**src/rtl/msk_col_fifo_ctrl.sv**
```systemverilog
// Four-entry in-order buffer for masked AES state columns.
// Control state is share-independent; storage is enable-only registers.
module msk_col_fifo_ctrl #(
  parameter int d     = 2,
  parameter int count = 32,
  parameter int DEPTH = 4
) (
  input  logic               clk,
  input  logic               nrst,
  input  logic               flush,
  input  logic               in_valid,
  output logic               in_ready,
  input  logic [count*d-1:0] in_data,
  output logic               out_valid,
  input  logic               out_ready,
  output logic [count*d-1:0] out_data,
  output logic [1:0]         out_col,
  output logic               out_last,
  output logic [2:0]         level
);

  localparam int W = count * d;
  localparam logic [2:0] LV_FULL = 3'(DEPTH);

  logic [1:0] r_wr_ptr;
  logic [1:0] r_rd_ptr;
  logic [1:0] r_col;
  logic [2:0] r_level;

  logic [W-1:0] r_mem [4];

  logic         w_clr;
  logic         w_push;
  logic         w_pop;
  logic         w_full;
  logic         w_empty;
  logic [3:0]   w_en;
  logic [W-1:0] w_lo;
  logic [W-1:0] w_hi;

  assign w_clr   = !nrst || flush;
  assign w_full  = (r_level == LV_FULL);
  assign w_empty = (r_level == 3'd0);
  assign w_push  = in_valid && !w_full;
  assign w_pop   = !w_empty && out_ready;

  assign in_ready  = !w_full;
  assign out_valid = !w_empty;
  assign out_col   = r_col;
  assign out_last  = !w_empty && (r_col == 2'd3);
  assign level     = r_level;

  // Per-entry write enable: only the slot at wr_ptr, never while clearing
  always_comb begin
    w_en = 4'b0000;
    if (w_push && !w_clr) begin
      w_en[r_wr_ptr] = 1'b1;
    end
  end

  // Control state: pointers, occupancy and column counter
  always_ff @(posedge clk) begin
    if (w_clr) begin
      r_wr_ptr <= 2'd0;
      r_rd_ptr <= 2'd0;
      r_col    <= 2'd0;
      r_level  <= 3'd0;
    end else begin
      if (w_push) begin
        r_wr_ptr <= r_wr_ptr + 2'd1;
      end
      if (w_pop) begin
        r_rd_ptr <= r_rd_ptr + 2'd1;
        r_col    <= r_col + 2'd1;
      end
      unique case ({w_push, w_pop})
        2'b10:   r_level <= r_level + 3'd1;
        2'b01:   r_level <= r_level - 3'd1;
        default: r_level <= r_level;
      endcase
    end
  end

  // Masked storage: enable-only registers, shares copied bit-for-bit
  for (genvar g = 0; g < 4; g++) begin : g_ent
    always_ff @(posedge clk) begin
      if (w_en[g]) begin
        r_mem[g] <= in_data;
      end
    end
  end

  // Read mux tree selected only by rd_ptr
  always_comb begin
    w_lo     = r_rd_ptr[0] ? r_mem[1] : r_mem[0];
    w_hi     = r_rd_ptr[0] ? r_mem[3] : r_mem[2];
    out_data = r_rd_ptr[1] ? w_hi : w_lo;
  end

endmodule

```
**config.mk**
```make
export PLATFORM = sky130hd
export DESIGN_NAME = msk_col_fifo_ctrl
export DESIGN_NICKNAME = d
export VERILOG_FILES = /design/src/rtl/msk_col_fifo_ctrl.sv
export SDC_FILE = /design/constraint.sdc
export NUM_CORES = 1
export LEC_CHECK = 0
export ABC_CLOCK_PERIOD_IN_PS = 4900
export BUFFER_PORTS_ARGS = -buffer_cell sky130_fd_sc_hd__buf_2
export CAP_MARGIN = 10
export CORE_MARGIN = 2
export CORE_UTILIZATION = 40
export CTS_BUF_LIST = sky130_fd_sc_hd__clkbuf_2
export DETAILED_ROUTE_END_ITERATION = 8
export GPL_ROUTABILITY_DRIVEN = 0
export PLACE_DENSITY_LB_ADDON = 0.15
export SYNTH_ARGS = -nofsm -noshare
export SYNTH_HDL_FRONTEND = slang
export SYNTH_SLANG_ARGS = --single-unit
```
**constraint.sdc**
```tcl
create_clock -name clk -period 4.9 [get_ports clk]
set_input_delay 0.49 -clock clk [delete_from_list [all_inputs] [get_ports clk]]
set_output_delay 0.49 -clock clk [all_outputs]
set_load 0.03 [all_outputs]
```
## Word level (Yosys, flattened, before mapping)

Memory sizes are Yosys's and may differ from the RTL's.
Index checks and enable logic that the tools add are counted.
Widths: inputs -> output; s select.

- Register bits: 9
- RAM bits: 256
- Input bits: 69
- Output and inout bits: 72
- Logic and storage cells: 55
- Memories: 1

- Add/sub/neg operators: 5
- $lt $le $gt $ge: 2
- Eq/ne operators: 4
- Mux-type cells: 24
- Reductions and logical operators: 15

Memories:

| name | depth | bits a word | read ports | clocked after memory_dff | wr ports | line | RTL |
|---|---|---|---|---|---|---|---|
| r_mem | 4 | 64 | 4 | 0 | 1 | 30 | `logic [W-1:0] r_mem [4];` |

Operators by type and width:

| kind | number |
|---|---|
| $mux 64 | 6 |
| $reduce_or 64->1 | 3 |
| $mux 1 | 12 |
| $add 2x1->2 const B | 3 |
| $mux 2 | 3 |
| $pmux 3 s2 | 1 |
| $logic_and 1x1->1 | 5 |
| $eq 2x2->1 const B | 2 |
| $logic_not 1->1 | 4 |
| $mux 4 | 1 |
| $add 3x1->3 const B | 1 |
| $eq 3x3->1 const B | 1 |
| $logic_not 3->1 | 1 |
| $lt 2x3->1 const B | 1 |
| $sub 3x1->3 const B | 1 |
| $demux 1 s2 | 1 |
| $eq 2x1->1 const B | 1 |
| $ge 2x1->1 const B | 1 |
| $reduce_bool 2->1 | 1 |
| $logic_or 1x1->1 | 1 |

## Depth between registers and ports, before layout

Gate-level depths: netlist of the first run.

- Word-level depth: 11
- Gate-level depth with buffers: 9

## Worst setup path before layout of the first run

Ideal clock, no wire load.

- Path type: reg-to-reg
- From: reg r_level[0], in the netlist level[0]
- To: mem r_mem[0][0] (netlist name), enable pin
- Library setup time: 429 ps
- Arrival time: 2776 ps
- Data required time: 4471 ps
- Setup slack: 1695 ps
- Cell stages (with the launch flop): 4
- Period minus slack after synthesis: 3205 ps
- Cells stage by stage: dfxtp_1 -> or3b_1 -> and2_4 -> and3_1

- Elaborated cells between the ends (all ways): 22
- Those cells by class: eq/ne: 1; mux: 15; reduce/logical: 6

RTL lines:

| item | line | RTL |
|---|---|---|
| from (decl) | 28 | `logic [2:0] r_level;` |
| from (signal assigned) | 77 | `2'b10: r_level <= r_level + 3'd1;` |
| from (signal assigned) | 78 | `2'b01: r_level <= r_level - 3'd1;` |
| from (signal assigned) | 79 | `default: r_level <= r_level;` |
| $eq 3x3->1 | 42 | `assign w_full = (r_level == LV_FULL);` |
| $logic_not 1->1 | n/a |  |
| net in_ready | 12 | `output logic in_ready,` |
| $logic_and 1x1->1 | 44 | `assign w_push = in_valid && !w_full;` |
| $logic_and 1x1->1 | 56 | `if (w_push && !w_clr) begin` |
| $mux 4 | 56 |  |
| net w_en[0] | 37 | `logic [3:0] w_en;` |
| $mux 1 | 87 | `if (w_en[g]) begin` |
| $mux 1 (not written as such) | 88 | `r_mem[g] <= in_data;` |
| $mux 1 (no line) (3 in a row) | n/a |  |
| to (decl) | 30 |  |

The timed path passes the listed nets, and every way through them passes these cells.

## Worst setup path after layout of the first run

- From: reg r_rd_ptr[0]
- To: out out_data[48]

- Word-level cells in the longest chain between the ends: 2
- Elaborated cells between the ends (all ways): 3
- Those cells by class: mux: 3

RTL lines:

| item | line | RTL |
|---|---|---|
| from (decl) | 26 | `logic [1:0] r_rd_ptr;` |
| from (signal assigned) | 73 | `r_rd_ptr <= r_rd_ptr + 2'd1;` |
| $mux 64, on equally long branches | 95, 96 |  |
| $mux 64 (*) | 97 | `out_data = r_rd_ptr[1] ? w_hi : w_lo;` |
| to (decl) | 16 | `output logic [count*d-1:0] out_data,` |

Mark *: on every way between the ends. The rest lies on a longest branch, timed or not.

==> run summary, run 1 <==
The run finished with clean final reports. Setup slack on the critical path of the routed design comes to 1.641 ns. The die outline width is 160.1 um.

Derived from the worst setup path, the maximum achievable clock frequency is 0.3068 GHz. TritonCTS built the clock tree. The number of synthesized flops with an enable pin is 256, and the required time of the critical path is 4.41 ns. Counting flops with an async set or reset pin after synthesis yields a share of 0%. The later pin in the worst-skew pair is clocked with a latency of 0.81 ns. For this run, design rule violations remaining after detail routing come to 0. After the last flow step, the layout net total stands at 730. Maximum number of pins on one net before global-route repair: 66.

The synthesized netlist net count is 469, and the routed wirelength normalized by instance count is 18.50 um. Summing the sequential cell areas from Yosys gives 80.77% of the chip area. The count of port buffers added during placement is 140. The overall power consumption was 4.219 mW; the buffer levels on the longest clock path was 3. The logs give 2.77 ns for the arrival time at the worst endpoint and 141 for the total I/O pin count.

The vertical die dimension is 160.1 um, and the post-synthesis instance area is 9741 sq um. CTS saw 265 sinks. Each instance of the synthesized netlist takes up on average 24.79 sq um.

For the final routed database, the setup TNS stands at 0 ns. Type of origin of the critical path: a flip-flop. The remaining global-route overflow was 0; the maximum fanout encountered on the critical timing path was 26.

Setup violations remaining at the end of the flow were counted as 0. The detailed router finished its first iteration with 259 violations. The max-slew violation count came out at 0. The number of endpoints with negative hold slack in the final report is 0.

OpenSTA, run right after detailed placement, puts the worst setup slack at 2.314 ns. Setup repair after global routing left no endpoint under its margin. The area share of the leading cell type in the synthesized netlist was 78.92%. Dominant cell type by area after synthesis: sky130_fd_sc_hd__edfxtp_1.

At the pin with the least slew margin, the transition time is 1.089 ns. After floorplanning, the core was sized to cover 24,110 sq um. The commonest cells after synthesis are sky130_fd_sc_hd__edfxtp_1, sky130_fd_sc_hd__mux4_2, sky130_fd_sc_hd__dfxtp_1.

Worst min-delay path category: input pin to flip-flop. The worst slew margin relative to its limit was 27.38%; the total number of placement rows was 57. The wire-length estimate of the detail-placed layout is 10,030 um. Cell with the most instances after synthesis: sky130_fd_sc_hd__edfxtp_1. Synthesis-stage register bit count: 265. The setup path with the least slack is of type flip-flop to output pin. The number of library cell types mapped by synthesis was 28; the number of global-route vias before repair was 5,703. Global routing consumed, over all layers together, 15.40% of the routing resources. The minimum clock period was 3.259 ns; the total wirelength of the detailed-routed design was 18,780 um. The run gives 0.07275 ns as the clock skew after layout.

Clock-pin slew of the registers on the worst-case setup and hold paths: 0.11 ns. The post-route antenna net violation count is 0. The average via count per standard cell is 4.846.

The logs give 4.141 nW for the static leakage and 65 for the hold buffer count at CTS. STA classifies the critical path endpoint as an output pin. In the finished design, the share of the clock period the worst path needs comes to 66.52%.

The tools report the number of antenna violations at the first check in global routing as 1. By area the synthesized netlist is led by sky130_fd_sc_hd__edfxtp_1, sky130_fd_sc_hd__mux4_2, sky130_fd_sc_hd__dfxtp_1. Dividing total power by cell area gives a power density of 350.1 nW/um^2. The run gives 25,620 sq um as the area of the die. The most used flip-flop cell after synthesis is sky130_fd_sc_hd__edfxtp_1. Counting the buffers created by CTS gives 67. Post-CTS timing repair inserted 0 buffers for setup.

Clock tree synthesis selected as its root buffer the cell sky130_fd_sc_hd__clkbuf_2. The run gives 0 as the number of warnings printed during yosys synthesis. H-tree depth reported by CTS: 3. The first global-routing pass estimated 30,110 um of wire. The tools report the vias after detailed routing as 4,919. The run gives 393 as the post-synthesis instance total. The area growth from synthesis to layout is 23.71%.

First-pass detailed-route iteration total: 4. Max-cap violations in this run came to 0. Once the floorplan was initialized, standard cells occupied 40.41% of the core. The maximum vdd drop was 0.2037 mV; the number of instances resized during post-cts repair was 0. Cells with a size suffix above 1 make up 45.22% of the layout.
==> worst max-delay path, stage by stage, from the launching register on <==
cell and delay, ns:
sky130_fd_sc_hd__dfxtp_4 0.71, sky130_fd_sc_hd__buf_4 0.51, sky130_fd_sc_hd__mux4_2 0.58, sky130_fd_sc_hd__buf_2 0.19
==> logic make-up (layout without fill, tap and decap cells) <==
| kind of cell | count (synthesis) | count (layout) | share of synthesized area (%) |
|---|---|---|---|
| flops | 265 | 265 | 80.77 |
| mux | 64 | 64 | 14.80 |
| simple gates | 22 | 22 | 1.246 |
| buf+inv | 22 | 319 | 1.156 |
| compound gates | 8 | 8 | 0.6037 |
| fa+ha+maj | 7 | 7 | 0.9762 |
| xor+xnor | 5 | 5 | 0.4496 |
| other cells | 0 | 1 | 0 |
==> flip-flops by register name, summed over array words and instances, names as in the netlist <==
signal and flops:
r_mem 256, level 3, out_col 2, r_rd_ptr 2, r_wr_ptr 2
==> final timing paths <==
path,start,endpoint,slack (ns),cells after the start
min,out_ready,r_rd_ptr[1],0.13,4
min reg2reg,r_wr_ptr[0],r_wr_ptr[0],0.55,2
max,r_rd_ptr[0],out_data[48],1.64,3
max reg2reg,level[2],level[2],2.46,9
==> per-stage QoR <==
stage	hold slack (ns)	cells	cell area [sq um]	util [%]
final	0.1255	1015	12050	49.99
after global placement	0.4729	844	10800	44.81
after detailed placement	0.5109	844	10800	44.81
after global routing	0.06876	1015	12050	49.99
after CTS	0.02471	1014	12050	49.98
after floorplan	0.4623	393	9741	-
==> final cells by class <==
cell class,instances,area [sq um]
fillers,2080,12060
multi-input cells,106,1780
well taps,324,405.4
repair buffers,207,1366
diodes,1,2.502
clock buffers,89,445.4
flip-flops and latches,265,7875
clock inverters,16,148.9
inverters,7,26.28
==> cell usage in the layout (no fill, tap or decap) <==
cell,Yosys,routed
sky130_fd_sc_hd__and2_1,1,1
sky130_fd_sc_hd__nand4_1,2,2
sky130_fd_sc_hd__mux4_2,64,64
sky130_fd_sc_hd__edfxtp_1,256,256
sky130_fd_sc_hd__buf_2,6,140
sky130_fd_sc_hd__xor2_1,5,5
sky130_fd_sc_hd__ha_1,6,6
sky130_fd_sc_hd__diode_2,0,1
sky130_fd_sc_hd__and3_4,0,4
sky130_fd_sc_hd__dlygate4sd3_1,0,65
sky130_fd_sc_hd__o21ai_0,2,2
sky130_fd_sc_hd__fa_1,1,1
sky130_fd_sc_hd__o31ai_2,2,2
sky130_fd_sc_hd__nand2b_1,1,1
sky130_fd_sc_hd__dfxtp_4,0,2
sky130_fd_sc_hd__clkinv_1,0,8
sky130_fd_sc_hd__clkbuf_2,0,89
sky130_fd_sc_hd__a21oi_1,2,2
sky130_fd_sc_hd__or3_1,2,2
sky130_fd_sc_hd__nor2_1,6,6
sky130_fd_sc_hd__inv_1,7,7
sky130_fd_sc_hd__clkinv_2,0,1
sky130_fd_sc_hd__or3b_1,1,1
sky130_fd_sc_hd__bufinv_16,0,3
sky130_fd_sc_hd__clkinv_4,0,1
sky130_fd_sc_hd__and2_4,1,1
sky130_fd_sc_hd__dfxtp_1,9,7
sky130_fd_sc_hd__inv_2,0,2
sky130_fd_sc_hd__o311ai_0,1,1
sky130_fd_sc_hd__o21ai_1,1,1
sky130_fd_sc_hd__clkinvlp_4,0,1
sky130_fd_sc_hd__nor2b_1,1,1
sky130_fd_sc_hd__nand3_1,1,1
sky130_fd_sc_hd__buf_4,4,2
sky130_fd_sc_hd__nand2_1,2,2
==> power by group <==
group	switching [mW]	internal [mW]
sequential	0.0106	2.50
combinational	0.129	0.105
clock	0.826	0.645
==> per-layer routing <==
metal / track usage, % / part of all wire, % / vias to the layer above
met5: 0 / 0 / -
met4: 7.248 / 2.1 / 0
met3: 4.675 / 5.9 / 36
met2: 25.13 / 49 / 145
met1: 18.96 / 43 / 2526
li1: - / - / 2212
(Power assumes the default switching activity.)
==> run 2: changes to the inputs <==
--- a/config.mk
+++ b/config.mk
@@ -5,7 +5,7 @@
 export SDC_FILE = /design/constraint.sdc
 export NUM_CORES = 1
 export LEC_CHECK = 0
-export ABC_CLOCK_PERIOD_IN_PS = 4900
+export ABC_CLOCK_PERIOD_IN_PS = 3200
 export BUFFER_PORTS_ARGS = -buffer_cell sky130_fd_sc_hd__buf_2
 export CAP_MARGIN = 10
 export CORE_MARGIN = 2
==> constraint.sdc (replaced) <==
create_clock -name clk -period 3.2 [get_ports clk]
set_input_delay 0.32 -clock clk [delete_from_list [all_inputs] [get_ports clk]]
set_output_delay 0.32 -clock clk [all_outputs]
set_load 0.03 [all_outputs]
==> run summary, run 2 (synthesis results as in run 1) <==
The maximum fanout encountered on the critical timing path was 28 (was 26). The number of setup violations in the final report was 0 (unchanged). TritonCTS built the clock tree.

The number of global-route vias before repair is 5,561 (was 5,703), and the buffers plus inverters on the worst setup path is 2 (unchanged). The run gives 4.930 mW (was 3.254 mW) as the cell-internal power. The tools report the remaining global-route overflow as 0 (unchanged).

The count of port buffers added during placement was 140 (unchanged); the clock buffer count from CTS was 67 (unchanged). The max-slew violation count came out at 0 (unchanged). The logs give 0 (unchanged) for the post-route antenna net violation count and 261 (was 259) for the number of design-rule violations left by the first detailed-router iteration.

The slew at the pin closest to its max-slew limit is 0.6313 ns (was 1.089 ns). Type of the worst setup path: flip-flop to output pin (unchanged). The worst slew margin relative to its limit was 57.91% (was 27.38%).

The maximum vdd drop was 0.2453 mV (was 0.2037 mV). The worst min-delay path category was input pin to flip-flop (unchanged). The longest individual stage delay on the worst path is 0.62 ns (was 0.71 ns). The final cell area excluding filler cells was 12,260 sq um (was 12,050 sq um); the clock insertion delay at the later pin of the skew report was 0.77 ns (was 0.81 ns). The total I/O pin count was 141 (unchanged); the required time of the critical path was 2.88 ns (was 4.41 ns).

The total wirelength of the detailed-routed design is 19,370 um (was 18,780 um). The H-tree depth reported by CTS came out at 3 (unchanged). The run gives 40.41% (unchanged) as the effective utilization at floorplan.

The run gives 0 (unchanged) as the post-CTS setup repair buffer count. Flip-flop count of the largest register, all copies and words added: 256 (unchanged). The clock-pin slew of the registers on the worst-case setup and hold paths was 0.10 ns (was 0.11 ns); the number of maximum-capacitance constraint violations was 0 (unchanged). The average via count per standard cell works out to 4.745 (was 4.846). Switching power summed over all nets: 1.485 mW (was 965.5 uW). The routed wirelength normalized by instance count was 18.49 um (was 18.50 um); the number of clock sinks was 265 (unchanged).

The die outline width was 160.1 um (unchanged). The number of instances resized during post-cts repair came out at 0 (unchanged). The total number of placement rows was 57 (unchanged). The tools report the arrival time at the worst endpoint as 2.40 ns (was 2.77 ns). The type of origin of the critical path was a flip-flop (unchanged). Share of layout cells above drive strength 1: 46.47% (was 45.22%).

The tools report the clock root buffer master as sky130_fd_sc_hd__clkbuf_2 (unchanged). The vias after detailed routing was 4,973 (was 4,919). The number of antenna violations at the first check in global routing was 1 (unchanged). The run gives 15.49% (was 15.40%) as the total routing usage reported by global routing.

The flow ran to the end, and the final reports show no timing, DRC or antenna violations. The tools report the maximum number of pins on one net before global-route repair as 40 (was 66). The worst hold slack came out at 0.3045 ns (was 0.1255 ns). The number of endpoints with negative hold slack in the final report came out at 0 (unchanged). The tools report the kind of end point of the critical path as an output pin (unchanged). The category of cells accounting for the largest share of critical-path delay is buffers and inverters (was flip-flops). The clock skew after layout is 0.03684 ns (was 0.07275 ns), and the final cell count without fillers is 1,048 (was 1,015).

The buffer levels on the longest clock path is 3 (unchanged), and the portion of the clock cycle consumed by the worst path in the final layout is 84.90%. Cell area after placement: 10,940 sq um (was 10,800 sq um). The total core area was 24,110 sq um (unchanged).

The highest-delay cell along the critical path is sky130_fd_sc_hd__mux4_2 (was sky130_fd_sc_hd__dfxtp_4). The total instance count after detailed placement was 856 (was 844). The clock period could shrink to 2.717 ns.

The run gives 0 ns (unchanged) as the total negative slack for setup checks. Most common cell after layout, fill and taps aside: sky130_fd_sc_hd__edfxtp_1 (unchanged). The vertical die dimension was 160.1 um (unchanged); the area growth from synthesis to final layout was 25.82% (was 23.71%). Most flop-heavy register: r_mem (unchanged). The wire length of the first global-routing pass is 30,160 um (was 30,110 um), and the achievable clock frequency is 0.3681 GHz.

The tools report the number of remaining DRC errors as 0 (unchanged). Switching part of the total: 23.15% (was 22.88%). Highest-count cells in the layout ignoring fill and taps: sky130_fd_sc_hd__edfxtp_1, sky130_fd_sc_hd__buf_2, sky130_fd_sc_hd__clkbuf_2 (unchanged). Net total in the final layout: 747 (was 730). Setup repair after global routing left no endpoint under its margin. Ordered list of cells on the worst path: buf_4, mux4_2, buf_2 (unchanged).

For the static leakage, the log shows 4.278 nW (was 4.141 nW). The area of the die was 25,620 sq um (unchanged). The power density over the cells is 523.4 nW/um^2 (was 350.1 nW/um^2). The combinational group share of total power came out at 5.8% (was 5.5%).

The tools report the first-pass detailed-route iteration total as 4 (unchanged). The sequential share of power was 59.9% (was 59.6%). The half-perimeter wire length of the detailed placement result was 11,380 um (was 10,030 um); the fraction of power consumed by the clock network was 34.2% (was 34.9%).
[run 2: through the flow]
| step | total power [mW] | util [%] | setup slack (ns) |
|---|---|---|---|
| 6_report | 6.415 | 50.84 | 0.4832 |
| 5_1_grt | 6.736 | 50.84 | 0.2519 |
| 4_1_cts | 6.532 | 50.83 | 0.3274 |
| 3_5_place_dp | 4.237 | 45.40 | 0.7224 |
| 3_3_place_gp | 4.224 | 45.40 | 0.8710 |
| 2_1_floorplan | 4.098 | - | 0.5721 |
[run 2: final timing paths]
| path | start | end | slack (ns) | cells after the start |
|---|---|---|---|---|
| max | r_rd_ptr[0] | out_data[26] | 0.48 | 3 |
| min | in_data[16] | r_mem[0][16] | 0.30 | 2 |
| max reg2reg | level[2] | level[2] | 0.69 | 9 |
| min reg2reg | out_col[1] | out_col[1] | 0.51 | 2 |
[run 2: power by group through the flow]
stage	registers, mW	clock network [mW]	logic (mW)
floorplan	3.93	0	0.169
global placement	3.92	0	0.301
detailed placement	3.93	0	0.311
CTS	3.85	2.30	0.382
global route	3.85	2.48	0.406
finish	3.85	2.19	0.375
[run 2: routing by layer]
metal,wire length [um],up-vias,track usage [%]
li1,-,2268,-
met1,8393,2511,19.65
met2,9368,172,25.09
met3,1337,22,4.883
met4,273,0,6.102
met5,0,-,0
[run 2: repair_timing]
item                                    in CTS  in global routing
endpoints found under the setup margin       0                  0
endpoints found under the hold margin      264                  0
hold buffers                                70                  0
[run 2: area by class of cell]
| type | count | area [sq um] |
|---|---|---|
| fill | 2070 | 11850 |
| sequential | 265 | 7875 |
| multi-input combinational | 106 | 1780 |
| timing repair buffer | 224 | 1556 |
| clock buffer | 102 | 510.5 |
| tap | 324 | 405.4 |
| clock inverter | 19 | 98.84 |
| inverter | 7 | 26.28 |
| antenna | 1 | 2.502 |
==> run 3: changes to the inputs <==
--- a/config.mk
+++ b/config.mk
@@ -5,7 +5,7 @@
 export SDC_FILE = /design/constraint.sdc
 export NUM_CORES = 1
 export LEC_CHECK = 0
-export ABC_CLOCK_PERIOD_IN_PS = 3200
+export ABC_CLOCK_PERIOD_IN_PS = 2400
 export BUFFER_PORTS_ARGS = -buffer_cell sky130_fd_sc_hd__buf_2
 export CAP_MARGIN = 10
 export CORE_MARGIN = 2
==> constraint.sdc (replaced) <==
create_clock -name clk -period 2.4 [get_ports clk]
set_input_delay 0.24 -clock clk [delete_from_list [all_inputs] [get_ports clk]]
set_output_delay 0.24 -clock clk [all_outputs]
set_load 0.03 [all_outputs]
==> run summary, run 3 (synthesis results as in run 1) <==
The flow ran to the end, and the final reports show no timing, DRC or antenna violations. The total I/O pin count is 141 (unchanged), and the flip-flop count of the largest register, all copies and words added is 256 (unchanged). The number of clock sinks is 265 (unchanged), and the vertical die dimension is 160.1 um (unchanged). The tools report the final cell count without fillers as 1,070 (was 1,048).

The most flop-heavy register was r_mem (unchanged). The maximum fanout encountered on the critical timing path works out to 8 (was 28). The achievable clock frequency was 0.4173 GHz.

The power density over the cells is 655.9 nW/um^2 (was 523.4 nW/um^2), and the slew at the pin closest to its max-slew limit is 0.5222 ns (was 0.6313 ns). The tools report the H-tree depth reported by CTS as 3 (unchanged). The number of maximum-capacitance constraint violations is 0 (unchanged). The maximum number of pins on one net before global-route repair was 41 (was 40). Worst min-delay path category: input pin to flip-flop (unchanged). The die outline width was 160.1 um (unchanged); the worst slew margin relative to its limit was 64.98% (was 57.91%).

The first-pass detailed-route iteration total came out at 5 (was 4). The vias after detailed routing was 5,108 (was 4,973). The effective utilization at floorplan was 40.41% (unchanged); the half-perimeter wire length of the detailed placement result was 11,050 um (was 11,380 um). The run gives 0 (unchanged) as the remaining global-route overflow. The run gives 3 (unchanged) as the buffer levels on the longest clock path.

Post-route antenna net violation count: 0 (unchanged). Setup repair after global routing could not meet its margin everywhere. The required time of the critical path was 2.16 ns (was 2.88 ns); the number of setup violations in the final report was 0 (unchanged). The most common cell after layout, fill and taps aside was sky130_fd_sc_hd__edfxtp_1 (unchanged). The total of fill cells in the finished design is 1,986 (was 2,070). The clock insertion delay at the later pin of the skew report was 0.78 ns (was 0.77 ns); the number of endpoints with negative hold slack in the final report was 0 (unchanged). The tools report the kind of end point of the critical path as an output pin (unchanged). The average via count per standard cell came out at 4.774 (was 4.745). The routed wirelength normalized by instance count works out to 19.06 um (was 18.49 um). The type of the worst setup path is flip-flop to output pin (unchanged). The clock buffer count from CTS is 70 (was 67). The tools report the clock skew after layout as 0.02935 ns (was 0.03684 ns). The wire length of the first global-routing pass is 31,290 um (was 30,160 um). The count of port buffers added during placement was 140 (unchanged). The clock root buffer master was sky130_fd_sc_hd__clkbuf_2 (unchanged).

The area growth from synthesis to final layout was 34.89% (was 25.82%). The total routing usage reported by global routing came out at 16.19% (was 15.49%). The static leakage was 4.604 nW (was 4.278 nW); the number of antenna violations at the first check in global routing was 2 (was 1). The tools report the total number of placement rows as 57 (unchanged). The share of layout cells above drive strength 1 came out at 48.45% (was 46.47%). Highest-count cells in the layout ignoring fill and taps: sky130_fd_sc_hd__edfxtp_1, sky130_fd_sc_hd__clkbuf_2, sky130_fd_sc_hd__buf_2 (was sky130_fd_sc_hd__edfxtp_1, sky130_fd_sc_hd__buf_2, sky130_fd_sc_hd__clkbuf_2). The tools report the type of origin of the critical path as a flip-flop (unchanged). Area of the die: 25,620 sq um (unchanged). Total core area: 24,110 sq um (unchanged). The number of global-route vias before repair came out at 5,795 (was 5,561). The net total in the final layout is 774 (was 747), and the worst hold slack is 0.2100 ns (was 0.3045 ns).

The maximum vdd drop was 0.3403 mV (was 0.2453 mV); the number of design-rule violations left by the first detailed-router iteration was 238 (was 261). Total wirelength of the detailed-routed design: 20,390 um (was 19,370 um). The minimum clock period is 2.397 ns. TritonCTS built the clock tree. The total instance count after detailed placement was 857 (was 856). Arrival time at the worst endpoint: 2.16 ns (was 2.40 ns).

Number of remaining DRC errors: 0 (unchanged). The clock-pin slew of the registers on the worst-case setup and hold paths came out at 0.09 ns (was 0.10 ns). The final design utilization was 54.51% (was 50.84%); the portion of the clock cycle consumed by the worst path in the final layout was 99.86%.

The max-slew violation count is 0 (unchanged).
-- run 3: cell types whose count changed in the layout (fill, tap and decap cells not counted), moves of 2 or more --
cell,change
sky130_fd_sc_hd__buf_12,+11
sky130_fd_sc_hd__buf_16,+3
sky130_fd_sc_hd__buf_2,-63
sky130_fd_sc_hd__buf_6,+67
sky130_fd_sc_hd__clkbuf_16,+3
sky130_fd_sc_hd__clkbuf_2,-2
sky130_fd_sc_hd__dfxtp_1,-3
sky130_fd_sc_hd__dfxtp_4,+2
sky130_fd_sc_hd__diode_2,+2
sky130_fd_sc_hd__dlygate4sd3_1,+2
sky130_fd_sc_hd__inv_2,-3
-- run 3: worst paths after layout --
kind	start	to	slack [ns]	cells past startpoint
hold / removal	in_data[4]	r_mem[2][4]	0.21	2
setup / recovery	r_rd_ptr[0]	out_data[52]	0.003	4
setup reg to reg	level[1]	level[2]	0.10	9
hold reg to reg	out_col[1]	out_col[1]	0.51	2
-- run 3: area by class of cell --
class | instances | area [sq um] | share of cell area, %
sequential | 265 | 7884 | 60.00
antenna | 3 | 7.507 | 0.05714
multi-input combinational | 106 | 1789 | 13.62
inverter | 7 | 26.28 | 0.2000
timing repair buffer | 248 | 2434 | 18.52
tap | 324 | 405.4 | 3.085
clock buffer | 100 | 500.5 | 3.809
clock inverter | 17 | 92.59 | 0.7047
-- run 3: power breakdown --
group | total (mW) | internal, mW | switching, mW
Sequential | 5.13 | 5.11 | 0.0156
Combinational | 0.601 | 0.308 | 0.294
Clock | 2.89 | 1.21 | 1.68
Total | 8.62 | 6.63 | 1.99
-- run 3: routing by layer --
metal / track usage [%] / vias up / wire length [um]
met1: 19.75 / 2605 / 8590
li1: - / 2328 / -
met5: 0 / - / 13
met3: 4.649 / 25 / 1012
met4: 6.634 / 2 / 300
met2: 27.27 / 148 / 10470
-- run 3: repair_timing --
item,CTS,global route
buffers inserted,14,2
gates resized for setup,100,51
endpoints found under the setup margin,64,64
hold buffers,72,0
gates cloned,3,3
endpoints found under the hold margin,271,0
pin swaps,0,2
-- run 3: critical path, stage by stage (launching register included) --
cell and delay [ns]:
sky130_fd_sc_hd__dfxtp_4 0.42, sky130_fd_sc_hd__buf_12 0.15, sky130_fd_sc_hd__buf_12 0.15, sky130_fd_sc_hd__mux4_2 0.52
sky130_fd_sc_hd__buf_6 0.16
-- run 3: stage by stage --
stage	cell area [sq um]	TNS, ns	total power, mW	setup WS, ns
floorplan	9752	0	5.465	0.008517
global placement	11030	0	5.637	0.1341
detailed placement	11030	0	5.654	0.04729
CTS	12900	-7.057	8.750	-0.1444
global route	13140	-7.342	9.059	-0.1490
finish	13140	0	8.618	0.003409
